`src/rtl/pcie_tlp_pkg.sv`:
```
// Shared TLP encodings, FSM states and helpers for the completion generator.
package pcie_tlp_pkg;

  typedef enum logic [2:0] {
    MRD  = 3'b000,
    MWR  = 3'b001,
    CPLD = 3'b010,
    CPL  = 3'b011
  } tlp_type_e;

  typedef enum logic [1:0] {
    SC = 2'b00,
    UR = 2'b01,
    CA = 2'b10
  } cpl_status_e;

  typedef enum logic [1:0] {
    ST_IDLE,
    ST_EMIT,
    ST_ERR
  } cpl_state_e;

  localparam int unsigned PAGE_BYTES = 4096;

  // A length field of zero encodes the maximum, 2^len_w DW.
  function automatic int unsigned decode_len(input int unsigned len_field,
                                             input int unsigned len_w);
    return (len_field == 0) ? (32'd1 << len_w) : len_field;
  endfunction

endpackage

```
`src/rtl/pcie_cpl_chunk_calc.sv`:
```
// Picks the next completion chunk so that every chunk ends on an RCB boundary.
module pcie_cpl_chunk_calc
  import pcie_tlp_pkg::*;
#(
  parameter int ADDR_W     = 32,
  parameter int LEN_W      = 10,
  parameter int MAX_CPL_DW = 32
) (
  input  logic [ADDR_W-1:0] cur_addr,
  input  logic [LEN_W:0]    remaining,
  output logic [LEN_W-1:0]  chunk
);

  localparam logic [ADDR_W-1:0] OFF_MASK = ADDR_W'(MAX_CPL_DW - 1);

  logic [ADDR_W-1:0] dw_addr;
  logic [LEN_W:0]    room;

  // Room left before the next RCB boundary, clipped to what is still owed.
  always_comb begin
    dw_addr = cur_addr >> 2;
    room    = (LEN_W+1)'(MAX_CPL_DW) - (LEN_W+1)'(dw_addr & OFF_MASK);
    chunk   = (remaining < room) ? LEN_W'(remaining) : LEN_W'(room);
  end

endmodule

```
`src/rtl/pcie_cpl_gen.sv`:
```
// Completer-side completion generator: splits MRd into RCB-aligned CplD
// chunks, swallows MWr, and answers malformed requests with one Cpl.
module pcie_cpl_gen
  import pcie_tlp_pkg::*;
#(
  parameter int ADDR_W     = 32,
  parameter int LEN_W      = 10,
  parameter int TAG_W      = 8,
  parameter int MAX_CPL_DW = 32,
  parameter int BC_W       = LEN_W + 3
) (
  input  logic              clk,
  input  logic              rst,
  input  logic              req_valid,
  output logic              req_ready,
  input  logic [2:0]        req_type,
  input  logic [ADDR_W-1:0] req_addr,
  input  logic [LEN_W-1:0]  req_len_dw,
  input  logic [TAG_W-1:0]  req_tag,
  output logic              cpl_valid,
  input  logic              cpl_ready,
  output logic [2:0]        cpl_type,
  output logic [ADDR_W-1:0] cpl_addr,
  output logic [LEN_W-1:0]  cpl_len_dw,
  output logic [BC_W-1:0]   cpl_byte_cnt,
  output logic [TAG_W-1:0]  cpl_tag,
  output logic [1:0]        cpl_status,
  output logic              busy
);

  cpl_state_e        state, state_nxt;
  logic [ADDR_W-1:0] cur_addr, addr_nxt, aligned_addr;
  logic [LEN_W:0]    remaining, rem_nxt, len_dec;
  logic [TAG_W-1:0]  tag_nxt;
  logic [1:0]        status_nxt;
  logic [2:0]        type_nxt;
  logic [LEN_W-1:0]  chunk_nxt, len_nxt;
  logic [BC_W-1:0]   bc_nxt;
  logic [31:0]       page_end;

  // The chunk is computed from next-cycle address/remaining so it can be registered.
  pcie_cpl_chunk_calc #(
    .ADDR_W    (ADDR_W),
    .LEN_W     (LEN_W),
    .MAX_CPL_DW(MAX_CPL_DW)
  ) u_chunk (
    .cur_addr (addr_nxt),
    .remaining(rem_nxt),
    .chunk    (chunk_nxt)
  );

  // Next-state decode plus next values for every registered output.
  always_comb begin
    state_nxt    = state;
    addr_nxt     = cur_addr;
    rem_nxt      = remaining;
    tag_nxt      = cpl_tag;
    status_nxt   = cpl_status;
    aligned_addr = req_addr & ~ADDR_W'(3);
    len_dec      = (LEN_W+1)'(decode_len(32'(req_len_dw), LEN_W));
    page_end     = 32'(aligned_addr[11:0]) + 32'({len_dec, 2'b00});

    case (state)
      ST_IDLE: begin
        if (req_valid && req_ready) begin
          addr_nxt = aligned_addr;
          tag_nxt  = req_tag;
          case (req_type)
            MRD: begin
              if (page_end > PAGE_BYTES) begin
                state_nxt  = ST_ERR;
                status_nxt = CA;
                rem_nxt    = '0;
              end else begin
                state_nxt  = ST_EMIT;
                status_nxt = SC;
                rem_nxt    = len_dec;
              end
            end
            MWR: begin
              state_nxt = ST_IDLE;
            end
            default: begin
              state_nxt  = ST_ERR;
              status_nxt = UR;
              rem_nxt    = '0;
            end
          endcase
        end
      end
      ST_EMIT: begin
        if (cpl_ready) begin
          addr_nxt = cur_addr + ADDR_W'({cpl_len_dw, 2'b00});
          rem_nxt  = remaining - {1'b0, cpl_len_dw};
          if (rem_nxt == '0) state_nxt = ST_IDLE;
        end
      end
      ST_ERR: begin
        if (cpl_ready) state_nxt = ST_IDLE;
      end
      default: state_nxt = ST_IDLE;
    endcase

    type_nxt = cpl_type;
    len_nxt  = '0;
    bc_nxt   = '0;
    if (state_nxt == ST_EMIT) begin
      type_nxt = CPLD;
      len_nxt  = chunk_nxt;
      bc_nxt   = {rem_nxt, 2'b00};
    end else if (state_nxt == ST_ERR) begin
      type_nxt = CPL;
    end
  end

  // State and output registers; reset aborts any in-flight completion.
  always_ff @(posedge clk or posedge rst) begin
    if (rst) begin
      state        <= ST_IDLE;
      cur_addr     <= '0;
      remaining    <= '0;
      req_ready    <= 1'b0;
      cpl_valid    <= 1'b0;
      cpl_type     <= '0;
      cpl_len_dw   <= '0;
      cpl_byte_cnt <= '0;
      cpl_tag      <= '0;
      cpl_status   <= '0;
    end else begin
      state        <= state_nxt;
      cur_addr     <= addr_nxt;
      remaining    <= rem_nxt;
      req_ready    <= (state_nxt == ST_IDLE);
      cpl_valid    <= (state_nxt != ST_IDLE);
      cpl_type     <= type_nxt;
      cpl_len_dw   <= len_nxt;
      cpl_byte_cnt <= bc_nxt;
      cpl_tag      <= tag_nxt;
      cpl_status   <= status_nxt;
    end
  end

  assign cpl_addr = cur_addr;
  assign busy     = (state != ST_IDLE);

endmodule

```
`config.mk`:
```
export PLATFORM = sky130hd
export DESIGN_NAME = pcie_cpl_gen
export DESIGN_NICKNAME = d
export VERILOG_FILES = /design/src/rtl/pcie_tlp_pkg.sv /design/src/rtl/pcie_cpl_chunk_calc.sv /design/src/rtl/pcie_cpl_gen.sv
export SDC_FILE = /design/constraint.sdc
export NUM_CORES = 1
export LEC_CHECK = 0
export CAP_MARGIN = 20
export CORE_ASPECT_RATIO = 0.75
export CORE_MARGIN = 2
export CORE_UTILIZATION = 35
export DETAILED_ROUTE_END_ITERATION = 8
export PLACE_DENSITY_LB_ADDON = 0.05
export SYNTH_ARGS = -nofsm -noshare
export SYNTH_HDL_FRONTEND = slang
export SYNTH_SLANG_ARGS = --single-unit
```
`constraint.sdc`:
```
create_clock -name clk -period 4.7 [get_ports clk]
set_input_delay 0.47 -clock clk [delete_from_list [all_inputs] [get_ports clk]]
set_output_delay 0.47 -clock clk [all_outputs]
set_load 0.1 [all_outputs]
```
==> flow_results.org <==
** Clocking
- CTS clock-pin slew for the worst setup and hold paths :: 0.06 ns
- TritonCTS clock tree :: done
- Cell at the root of the clock tree :: clkbuf_16
- Number of buffers added by the clock tree synthesis step :: 9
- Deepest clock path buffer count :: 2
- Worst skew pair latency :: 0.35 ns
- Hold buffers post-CTS :: 0
- Clock tree sinks :: 78
- H-tree lvl count :: 3

** Setup path
- Combined buffer and inverter count along the critical path :: 4
- The largest single stage delay on the critical path is 0.40 ns.
- The critical path crosses 24 cells after its start point.
- Type of destination of the critical path :: register
- The kind of cell with the highest combined delay along the critical path is compound AO/OA/AOI/OAI gates.
- R2R cell count :: 21
- Cell type of the slowest stage on the worst timing path :: fa_2
- Maximum fanout encountered on the critical timing path :: 5
- The most critical setup path has its endpoint at cpl_len_dw[3]$_DFF_PP0_.
- Across all register-to-register paths, the minimum setup slack is 0.19 ns.
- Tracing the worst setup path back leads to its startpoint at req_len_dw[0].
- STA puts the critical path data required time at 4.93 ns.
- At the worst endpoint, the arrival time is 5.22 ns.
- Crit Reg-Reg Endpoint :: cpl_len_dw[3]$_DFF_PP0_
- The worst setup path is launched from an input port.
- WS Path Type :: input port to register
- The signal on the critical path passes through buf_8 -> ha_4 -> fa_2 -> maj3_2 -> a2111oi_4 -> buf_4 -> nor4_4 -> a211oi_2 -> nand4_4 -> buf_6 -> a21oi_4 -> a221oi_2 -> a211oi_2 -> ha_1 -> o21ai_2 -> a21oi_2 -> o31a_1 -> o21a_1 -> a41o_1 -> a22oi_2 -> o21ai_2 -> a2111oi_4 -> buf_4 -> mux2_4.
- Worst reg2reg path startpoint :: cpl_len_dw[1]$_DFF_PP0_

** Floorplan
- Die Footprint :: 0.0175 mm2
- Number of top-level design ports :: 128
- Floorplan row count :: 40
- Vertical die dimension :: 115 um
- Die width :: 152 um
- In this run the standard cell core region covers 0.0161 mm2.
- Effective utilization at floorplan :: 35.9%

** Flow run
- Max cap viols :: 0

** Finish
- Util after Layout :: 51.5%
- In the layout the commonest cells are clkdlybuf4s50_1, buf_4, nand2_1, dfrtp_1, inv_1.
- The library cell used most frequently in the layout, excluding fill and tap cells, is clkdlybuf4s50_1.
- From synthesis to final layout, the design area changed by 43.4%.
- Fill cells in the final layout number 1513.
- Cell Count, Final, Fillers Out :: 1087
- Number of antenna cells inserted :: 0
- Ratio of cells with drive above 1 in the final layout :: 18.2%
- Nets :: 967

** Routing
- For this run, the detailed router's first-pass iteration total came to 5.
- Iter 0 DRT Violations :: 414
- Summing over every cut layer, the via total after detailed routing is 5915.
- For this block, the routed nets add up to 20000 um of wire.
- In the routed layout, each cell is associated on average with a via count of 5.44.
- WL per Instance :: 18.4 um
- The count of nets left with antenna violations once routing finished came out at 0.
- In the routed design, unresolved DRC markers number 0.

** Timing
- Fin crit share :: 106%
- The number of pins with negative max-slew slack in the final report is 0.
- Number of failing setup endpoints in the final timing report :: 6
- Worst Max-Slew Pin Slew :: 1.01 ns
- RSZ-0062 raised after global routing :: yes
- Measured against its own limit, the worst slew margin works out to 32.2%.
- Final number of hold-violating endpoints :: 0
- Time the final worst path needs with I/O delays and setup :: 5.00 ns
- Across all setup checks in the final design, the least slack found is -0.295 ns.
- For the final database, setup skew stands at 0.0145 ns.
- Maximum clock frequency :: 200 MHz

** Placed design
- Port Buffers :: 120
- Half-perimeter wire length after detailed placement :: 15500 um
- Routability-driven placement finished with a final weighted congestion of 0.901.
- After detailed placement, the design holds a cell count of 1057.

** Yosys
- Count of unique library cells instantiated by Yosys :: 80
- Share of async-settable or async-resettable flops after synthesis :: 100%
- Synthesized flop and latch total :: 78
- Post-Synthesis Mean Instance Area :: 8.55 um2
- For this run, the register share of the synthesized area comes to 33.8%.
- Number of enable flip-flop cells after synthesis :: 0
- Post-Syn Instances :: 675
- During synthesis, Yosys emitted a total of 0 warnings.
- In the synthesized netlist the dominant register cell turns out to be dfrtp_1.
- The synthesized netlist occupies a cell area of 0.00577 mm2.

** Global routing
- After global routing the overflow that remains totals 0.
- Global routing used 34.7% of the available met2 tracks.
- Total Routing Usage GR :: 23.1%
- Global routing used 4.52% of the available met3 tracks.
- GRT busiest layer :: met2
- Number of antenna violations at the first check in global routing :: 0
- The first global-routing pass estimated 32100 um of wire.
- Largest net degree at the start of global routing :: 49
- Met1 usage in global routing :: 34.4%
- Number of global-route vias before repair :: 5871

** Min path
- The min-delay analysis places its worst path in the category register to register.

** Pwr
- P per Cell Area :: 773 mW/mm2
- Leakage power figure :: 3.71 nW
- Largest vdd supply drop :: 0.473 mV

** Status
- The run finished, with violations left.
- Failing checks :: negative setup slack
==> state kept, by name, indices dropped and copies added (netlist names) <==
name,flops
cpl_status,2
state,2
remaining,11
cpl_byte_cnt,11
cpl_addr,30
req_ready,1
cpl_type,2
cpl_tag,8
cpl_valid,1
cpl_len_dw,10
==> synthesized netlist by cell type (4+ instances only) <==
cell type / number / area, um2
nand3_1: 20 / 100
buf_2: 4 / 20.0
or3_1: 9 / 56.3
nor4_1: 4 / 25.0
nor2b_1: 11 / 68.8
dfrtp_1: 78 / 1950
o21ai_0: 42 / 210
nand2b_1: 5 / 31.3
a21o_1: 7 / 52.6
clkbuf_1: 27 / 101
ha_1: 35 / 438
xor2_1: 8 / 70.1
xnor2_1: 15 / 131
nand4_1: 5 / 31.3
o21a_1: 10 / 75.1
nor2_1: 36 / 135
o221ai_1: 6 / 52.6
inv_1: 46 / 173
and3_1: 8 / 50.1
o2111ai_1: 4 / 35.0
o21bai_1: 7 / 52.6
a22oi_1: 8 / 60.1
o22ai_1: 8 / 50.1
buf_4: 5 / 37.5
a221o_1: 4 / 40.0
nor3_1: 14 / 70.1
a211oi_1: 5 / 37.5
o211ai_1: 11 / 82.6
a31oi_1: 9 / 56.3
mux2i_1: 7 / 70.1
nand2_1: 85 / 319
o311ai_0: 6 / 52.6
a211o_1: 4 / 35.0
and2_1: 13 / 81.3
a21oi_1: 40 / 200
==> metrics by stage <==
stage / setup slack, ns / setup TNS (ns) / hold WS, ns / area [um2] / total power (W)
after floorplan: -0.326 / -1.49 / 0.546 / 5830 / 0.00425
after global placement: -0.768 / -4.33 / 0.454 / 7760 / 0.00546
after detailed placement: -0.944 / -5.40 / 0.460 / 7760 / 0.00552
after CTS: -0.254 / -1.36 / 0.482 / 8230 / 0.00632
after global routing: -0.510 / -2.96 / 0.500 / 8270 / 0.00676
final: -0.295 / -1.61 / 0.474 / 8270 / 0.00639
==> where the power goes <==
part	leakage (nW)	total, W	internal [W]	switching (W)
registers	0.990	0.00120	0.000910	0.000290
clock network	0.150	0.000709	0.000413	0.000296
logic	2.57	0.00448	0.00153	0.00296
total	3.71	0.00639	0.00285	0.00354
==> worst min path at each step <==
| stage | end | cells past startpoint | startpoint |
|---|---|---|---|
| floorplan | remaining[2]$_DFF_PP0_ | 2 | remaining[2]$_DFF_PP0_ |
| global placement | cpl_type[1]$_DFFE_PP0P_ | 1 | cpl_type[1]$_DFFE_PP0P_ |
| CTS | cpl_tag[5]$_DFFE_PP0P_ | 2 | cpl_tag[5]$_DFFE_PP0P_ |
| global route | cpl_type[1]$_DFFE_PP0P_ | 1 | cpl_type[1]$_DFFE_PP0P_ |
| finish | cpl_tag[5]$_DFFE_PP0P_ | 2 | cpl_tag[5]$_DFFE_PP0P_ |
| detailed placement | cpl_type[1]$_DFFE_PP0P_ | 1 | cpl_type[1]$_DFFE_PP0P_ |
==> worst register-to-register path, stage by stage, from the launching register on <==
cell and delay [ns]:
dfrtp_1 0.49, inv_1 0.13, ha_1 0.30, nor2b_1 0.14, o31a_1 0.31, o21a_1 0.19
nor2_1 0.11, xnor2_1 0.18, a2bb2oi_1 0.18, o21ai_0 0.09, a21o_1 0.21, ha_1 0.32
nand2_1 0.10, a21oi_2 0.05, o31a_1 0.11, o21a_1 0.20, a41o_1 0.21, a22oi_2 0.19
o21ai_2 0.10, a2111oi_4 0.29, buf_4 0.20, mux2_4 0.30
==> what timing repair did <==
item | CTS | global route
resized for setup | 39 | 6
buffers inserted | 12 | 2
cloned | 0 | 0
pin swaps | 27 | 12
setup endpoints to repair | 6 | 6
==> cell type report <==
type | instances | area, um2 | share of cell area, %
inverters | 47 | 178 | 2.15
well taps | 210 | 263 | 3.18
multi-input cells | 518 | 3650 | 44.1
clock buffers | 9 | 225 | 2.72
repair buffers | 218 | 1940 | 23.4
flip-flops and latches | 78 | 1950 | 23.6
clock inverters | 7 | 71.3 | 0.862
==> cells by family (layout without fill, tap and decap cells) <==
logic type                 after synthesis  count (layout)  share of synthesized area, %
xor gates and xnor gates                23              23                          3.49
DFF                                     78              78                          33.8
buffers and inverters                   87             281                          6.20
and+or+nand+nor                        226             226                          19.5
AOI/OAI and AO/OA                      208             208                          25.5
muxes                                   12              12                          2.39
other                                    1               9                        0.0650
adders and majority gates               40              40                          9.00
==> per-layer routing <==
metal	vias up	part of all wire [%]
met2	219	42
met5	-	0
met4	0	1.2
met1	2828	49
met3	21	7.3
li1	2847	-
Note: power is estimated with default switching activity, not from simulation.
